`src/rtl/multi_pkg.sv`:
```
// Shared constants and types for the LM/SM micro-op expansion stage.
// Latency: none, declarations only.
// Backpressure: not applicable.
package multi_pkg;
    localparam int DATA_W  = 16;
    localparam int MASK_W  = 8;
    localparam int REG_W   = 3;

    localparam logic [3:0] OP_LM = 4'b0110;
    localparam logic [3:0] OP_SM = 4'b0111;

    localparam int OPC_HI  = 15;
    localparam int OPC_LO  = 12;
    localparam int RA_HI   = 11;
    localparam int RA_LO   = 9;
    localparam int MASK_HI = 7;
    localparam int MASK_LO = 0;

    typedef struct packed {
        logic              vld;
        logic [DATA_W-1:0] ir;
        logic [DATA_W-1:0] pc;
        logic [REG_W-1:0]  rsel;
        logic [REG_W-1:0]  offset;
        logic              first;
        logic              last;
    } beat_t;

    function automatic logic is_multi(input logic [3:0] opc);
        return (opc == OP_LM) || (opc == OP_SM);
    endfunction
endpackage

```
`src/rtl/multi_sequencer_lowest_set_enc.sv`:
```
// Priority encoder returning the index of the lowest set mask bit.
// Latency: combinational.
// Backpressure: none.
module lowest_set_enc
    import multi_pkg::*;
(
    input  logic [MASK_W-1:0] mask,
    output logic [REG_W-1:0]  idx,
    output logic              found
);
    // Scan high to low so the lowest set bit is the final assignment.
    always_comb begin
        idx   = '0;
        found = 1'b0;
        for (int i = MASK_W - 1; i >= 0; i--) begin
            if (mask[i]) begin
                idx   = REG_W'(i);
                found = 1'b1;
            end
        end
    end
endmodule

```
`src/rtl/multi_sequencer.sv`:
```
// Splits LM/SM into one beat per mask bit (R0 first); other ops pass through. Optional: MULTI_EMPTY_PASS_EN.
// Latency: one cycle per beat; a k-bit LM/SM issues k beats on consecutive unstalled cycles.
// Backpressure: stall freezes everything; in_ready/fetch_hold hold upstream while bits remain pending.
module multi_sequencer
    import multi_pkg::*;
(
    input  logic              clk,
    input  logic              rst_n,
    input  logic              in_valid,
    input  logic [DATA_W-1:0] in_ir,
    input  logic [DATA_W-1:0] in_pc,
    input  logic              stall,
    input  logic              flush,
    output logic              in_ready,
    output logic              fetch_hold,
    output logic              out_valid,
    output logic [DATA_W-1:0] out_ir,
    output logic [DATA_W-1:0] out_pc,
    output logic [REG_W-1:0]  out_reg,
    output logic [REG_W-1:0]  out_offset,
    output logic              out_first,
    output logic              out_last
);
    logic [MASK_W-1:0] pending, pending_d;
    logic [MASK_W-1:0] enc_mask, onehot, rest;
    logic [REG_W-1:0]  enc_idx;
    logic              enc_found;
    beat_t             beat_q, beat_d;

    assign fetch_hold = (pending != '0);
    assign in_ready   = !fetch_hold && !stall;

    // One encoder serves both the capture beat and the remaining-bit beats.
    assign enc_mask = fetch_hold ? pending : in_ir[MASK_HI:MASK_LO];
    assign onehot   = 8'b1 << enc_idx;
    assign rest     = enc_mask & ~onehot;

    lowest_set_enc u_enc (
        .mask  (enc_mask),
        .idx   (enc_idx),
        .found (enc_found)
    );

    always_comb begin
        pending_d = pending;
        beat_d    = beat_q;
        if (flush) begin
            pending_d    = '0;
            beat_d.vld   = 1'b0;
            beat_d.first = 1'b0;
            beat_d.last  = 1'b0;
        end else if (!stall) begin
            if (fetch_hold) begin
                pending_d     = rest;
                beat_d.vld    = 1'b1;
                beat_d.ir     = {beat_q.ir[DATA_W-1:MASK_W], onehot};
                beat_d.rsel   = enc_idx;
                beat_d.offset = (beat_q.offset == 3'd7) ? 3'd7 : beat_q.offset + 3'd1;
                beat_d.first  = 1'b0;
                beat_d.last   = (rest == '0);
            end else if (in_valid) begin
                beat_d.vld    = 1'b1;
                beat_d.ir     = in_ir;
                beat_d.pc     = in_pc;
                beat_d.rsel   = '0;
                beat_d.offset = '0;
                beat_d.first  = 1'b1;
                beat_d.last   = 1'b1;
                if (is_multi(in_ir[OPC_HI:OPC_LO])) begin
                    if (enc_found) begin
                        pending_d   = rest;
                        beat_d.ir   = {in_ir[DATA_W-1:MASK_W], onehot};
                        beat_d.rsel = enc_idx;
                        beat_d.last = (rest == '0);
                    end else begin
`ifdef MULTI_EMPTY_PASS_EN
                        beat_d.rsel = '0;
`else
                        // Empty mask is consumed without producing a beat.
                        beat_d     = beat_q;
                        beat_d.vld = 1'b0;
`endif
                    end
                end
            end else begin
                beat_d.vld = 1'b0;
            end
        end
    end

    always_ff @(posedge clk or negedge rst_n) begin
        if (!rst_n) begin
            pending <= '0;
            beat_q  <= '0;
        end else begin
            pending <= pending_d;
            beat_q  <= beat_d;
        end
    end

    assign out_valid  = beat_q.vld;
    assign out_ir     = beat_q.ir;
    assign out_pc     = beat_q.pc;
    assign out_reg    = beat_q.rsel;
    assign out_offset = beat_q.offset;
    assign out_first  = beat_q.first;
    assign out_last   = beat_q.last;
endmodule

```
`config.mk`:
```
export PLATFORM = sky130hd
export DESIGN_NAME = multi_sequencer
export DESIGN_NICKNAME = d
export VERILOG_FILES = /design/src/rtl/multi_pkg.sv /design/src/rtl/multi_sequencer_lowest_set_enc.sv /design/src/rtl/multi_sequencer.sv
export SDC_FILE = /design/constraint.sdc
export NUM_CORES = 1
export LEC_CHECK = 0
export ABC_AREA = 1
export ABC_CLOCK_PERIOD_IN_PS = 2200
export CAP_MARGIN = 0
export CORE_MARGIN = 1.5
export CORE_UTILIZATION = 46
export CTS_CLUSTER_SIZE = 14
export DETAILED_ROUTE_END_ITERATION = 8
export PLACE_DENSITY_LB_ADDON = 0.25
export SYNTH_ARGS = -nofsm -noshare
export SYNTH_HDL_FRONTEND = slang
export SYNTH_SLANG_ARGS = --single-unit
```
`constraint.sdc`:
```
create_clock -name clk -period 2.2 [get_ports clk]
set_input_delay 0.44 -clock clk [delete_from_list [all_inputs] [get_ports clk]]
set_output_delay 0.44 -clock clk [all_outputs]
set_load 0.01 [all_outputs]
```
==> flow_summary.json <==
{
  "outcome": "complete, no violations",
  "clock_latency_ns": 0.30,
  "hold_class": "in2async",
  "dieArea_um2": 5810,
  "synth_xor_area_share_pct": 0,
  "setup_ws_ns": 0.0213,
  "clockBufferDepth": 2,
  "synthAdderAreaFrac_pct": 0.508,
  "critPathMaxStageDelay_ns": 0.40,
  "peakVddDrop_uv": 927,
  "arrival_ns": 2.42,
  "wl_um": 6840,
  "final_cell_mix": "107 x nand2_1, 76 x clkdlybuf4s50_1, 49 x dfrtp_1",
  "dp_hpwl_um": 4990,
  "h-tree-depth": 2,
  "hold_ws_ns": 0.133,
  "core-area_um2": 5140,
  "stdcell_count": 488,
  "cts.sinks": 49,
  "grt_usage_pct": 24.2,
  "grt_max_degree": 26,
  "drc": 0,
  "diodes": 0,
  "ys_seq_elements": 49,
  "synth-seq-area-share_pct": 49.7,
  "end_kind": "flip-flop",
  "path_buf_inv": 1,
  "synth_compound_area_share_pct": 13.6,
  "slew_headroom_pct": 60.8,
  "critPathSlowestCell": "dfrtp_1",
  "cp_max_fo": 5,
  "final_nets": 455,
  "antenna_found_initial": 0,
  "tritoncts": "done",
  "power_mw": 6.63,
  "drt_iter0_drc": 147,
  "synth-simple-area-share_pct": 29.4,
  "first_global_vias": 2480,
  "skew_ns": 0.00907,
  "drv_slew": 0,
  "place_ws_ns": -0.108,
  "die_x_um": 76.2,
  "worst_path_dominant_cell_family": "simple AND/OR/NAND/NOR gates",
  "cp_cell_sequence": "nor2_1, nand2_2, nor2_8, buf_6, a21oi_4, nand2_2, nand2_2, a21oi_4, nand4_1, nand2_1, nand3_1, nor2_1, nand2_1, nand2_1, nand2_1, nand2_1",
  "pin_count": 80,
  "via_count": 2472,
  "fin_crit_sh_pct": 99.0,
  "syn_to_final_growth_pct": 51.4,
  "hold_viol": 0,
  "synthMuxAreaShare_pct": 0,
  "clk_pin_slew_ns": 0.09,
  "ant_nets": 0,
  "path_common_cell": "nand2_1",
  "multi_input_area_um2": 1120,
  "initial_core_util_pct": 48.0,
  "fin_util_pct": 72.6,
  "worst_slew_pin_slew_ns": 0.588,
  "netlist_area_um2": 2460,
  "io_buffers": 79,
  "viasPerCell": 5.07,
  "syn-instance-count": 303,
  "start_kind": "flip-flop",
  "layout_commonest_cell": "nand2_1",
  "rows": 26,
  "drv_cap": 0,
  "grt_setup_unrepaired": "true",
  "post-place-cells": 463,
  "met1_usage_pct": 28.5,
  "die_h_um": 76.2,
  "avgSynthCellArea_um2": 8.13,
  "met3_usage_pct": 5.15,
  "synth_cell_types": 28,
  "syn-num-nets": 341,
  "numCtsBuffers": 5,
  "synth_top_family_by_area": "simple AND/OR/NAND/NOR gates",
  "regArea_um2": 1230,
  "place.gp.congestion": 0.952,
  "yosys_warnings": 0,
  "holdBufCountCts": 0,
  "grt_use_met2_pct": 43.2,
  "wl_per_cell_um": 14.0,
  "setup_viol": 0,
  "fin_crit_ns": 2.18,
  "busiest_layer": "met2",
  "fillers": 409,
  "path_class": "reg2reg",
  "grt.overflow.total": 0,
  "drt_first_pass_iters": 4,
  "root_buffer": "clkbuf_8",
  "drive_gt1_share_pct": 21.1,
  "crit_required_ns": 2.44,
  "p_per_area_nw_per_um2": 1780,
  "grt_pass1_wl_um": 11300,
  "power.leakage_nw": 1.84,
  "timing.fmax_mhz": 459
}
==> through the flow <==
step,cell area (um^2),TNS (ns)
2_1_floorplan,2460,0
3_3_place_gp,3460,-0.0948
3_5_place_dp,3460,-0.190
4_1_cts,3560,0
5_1_grt,3730,-0.233
6_report,3730,0
==> Yosys cell counts, drive strengths merged <==
cell type / instances / area (um^2)
nor2: 22 / 129
dfrtp: 49 / 1230
o21bai: 1 / 11.3
nor3: 1 / 5.00
a22o: 6 / 52.6
buf: 7 / 45.0
o211ai: 2 / 20.0
clkbuf: 1 / 3.75
o32ai: 1 / 8.76
a21oi: 15 / 93.9
o21ai: 21 / 105
ha: 1 / 12.5
nand3: 5 / 30.0
inv: 31 / 116
o22ai: 7 / 43.8
nand2: 129 / 537
nand4: 4 / 25.0
==> worst register-to-register path, cell delays in order (launching register included) <==
cell     delay [ns]
dfrtp_1        0.40
nor2_1         0.12
nand2_2        0.10
nor2_8         0.14
buf_6          0.14
a21oi_4        0.08
nand2_2        0.09
nand2_2        0.06
a21oi_4        0.23
nand4_1        0.17
nand2_1        0.12
nand3_1        0.08
nor2_1         0.14
nand2_1        0.08
nand2_1        0.06
nand2_1        0.04
nand2_1        0.05
==> area by class of cell <==
type                    instances  share of cell area, %
flip-flops and latches         49                   32.9
clock buffers                   7                   2.05
well taps                      70                   2.35
inverters                      31                   3.19
repair buffers                115                   29.3
multi-input cells             215                   30.0
clock inverters                 1                  0.201
==> power breakdown <==
part	total, mW	switching [mW]	leakage (nW)	internal, mW
clock network	0.518	0.293	0.0385	0.226
registers	1.48	0.218	0.635	1.26
logic	4.63	2.48	1.16	2.15
total	6.63	2.99	1.84	3.64
==> timing repair <==
item	in CTS	in global routing
resized for setup	4	16
pin swaps	1	17
endpoints found under the setup margin	4	34
setup buffers	2	15
==> per-layer routing <==
layer | vias up | routed length, um
li1 | 1188 | -
met4 | 0 | 127
met5 | - | 0
met2 | 94 | 3450
met3 | 13 | 410
met1 | 1177 | 2850
==> final timing paths <==
kind,start,to,slack (ns),depth (start not counted)
worst min-delay path,rst_n,pending[2],0.13,1
worst min register to register,out_first,out_first,0.48,2
min in group clk,out_first,out_first,0.48,2
max in group asynchronous,rst_n,out_pc[0],1.53,2
worst max-delay path,pending[5],out_last,0.02,16
worst max register to register,pending[5],out_last,0.02,16
==> cells by family after synthesis <==
group | count (synthesis)
AND/OR/NAND/NOR | 161
AO/OA/AOI/OAI | 53
flip-flops | 49
buffers and inverters | 39
adder cells (fa/ha/maj) | 1
Power figures use the tool's default switching activity.
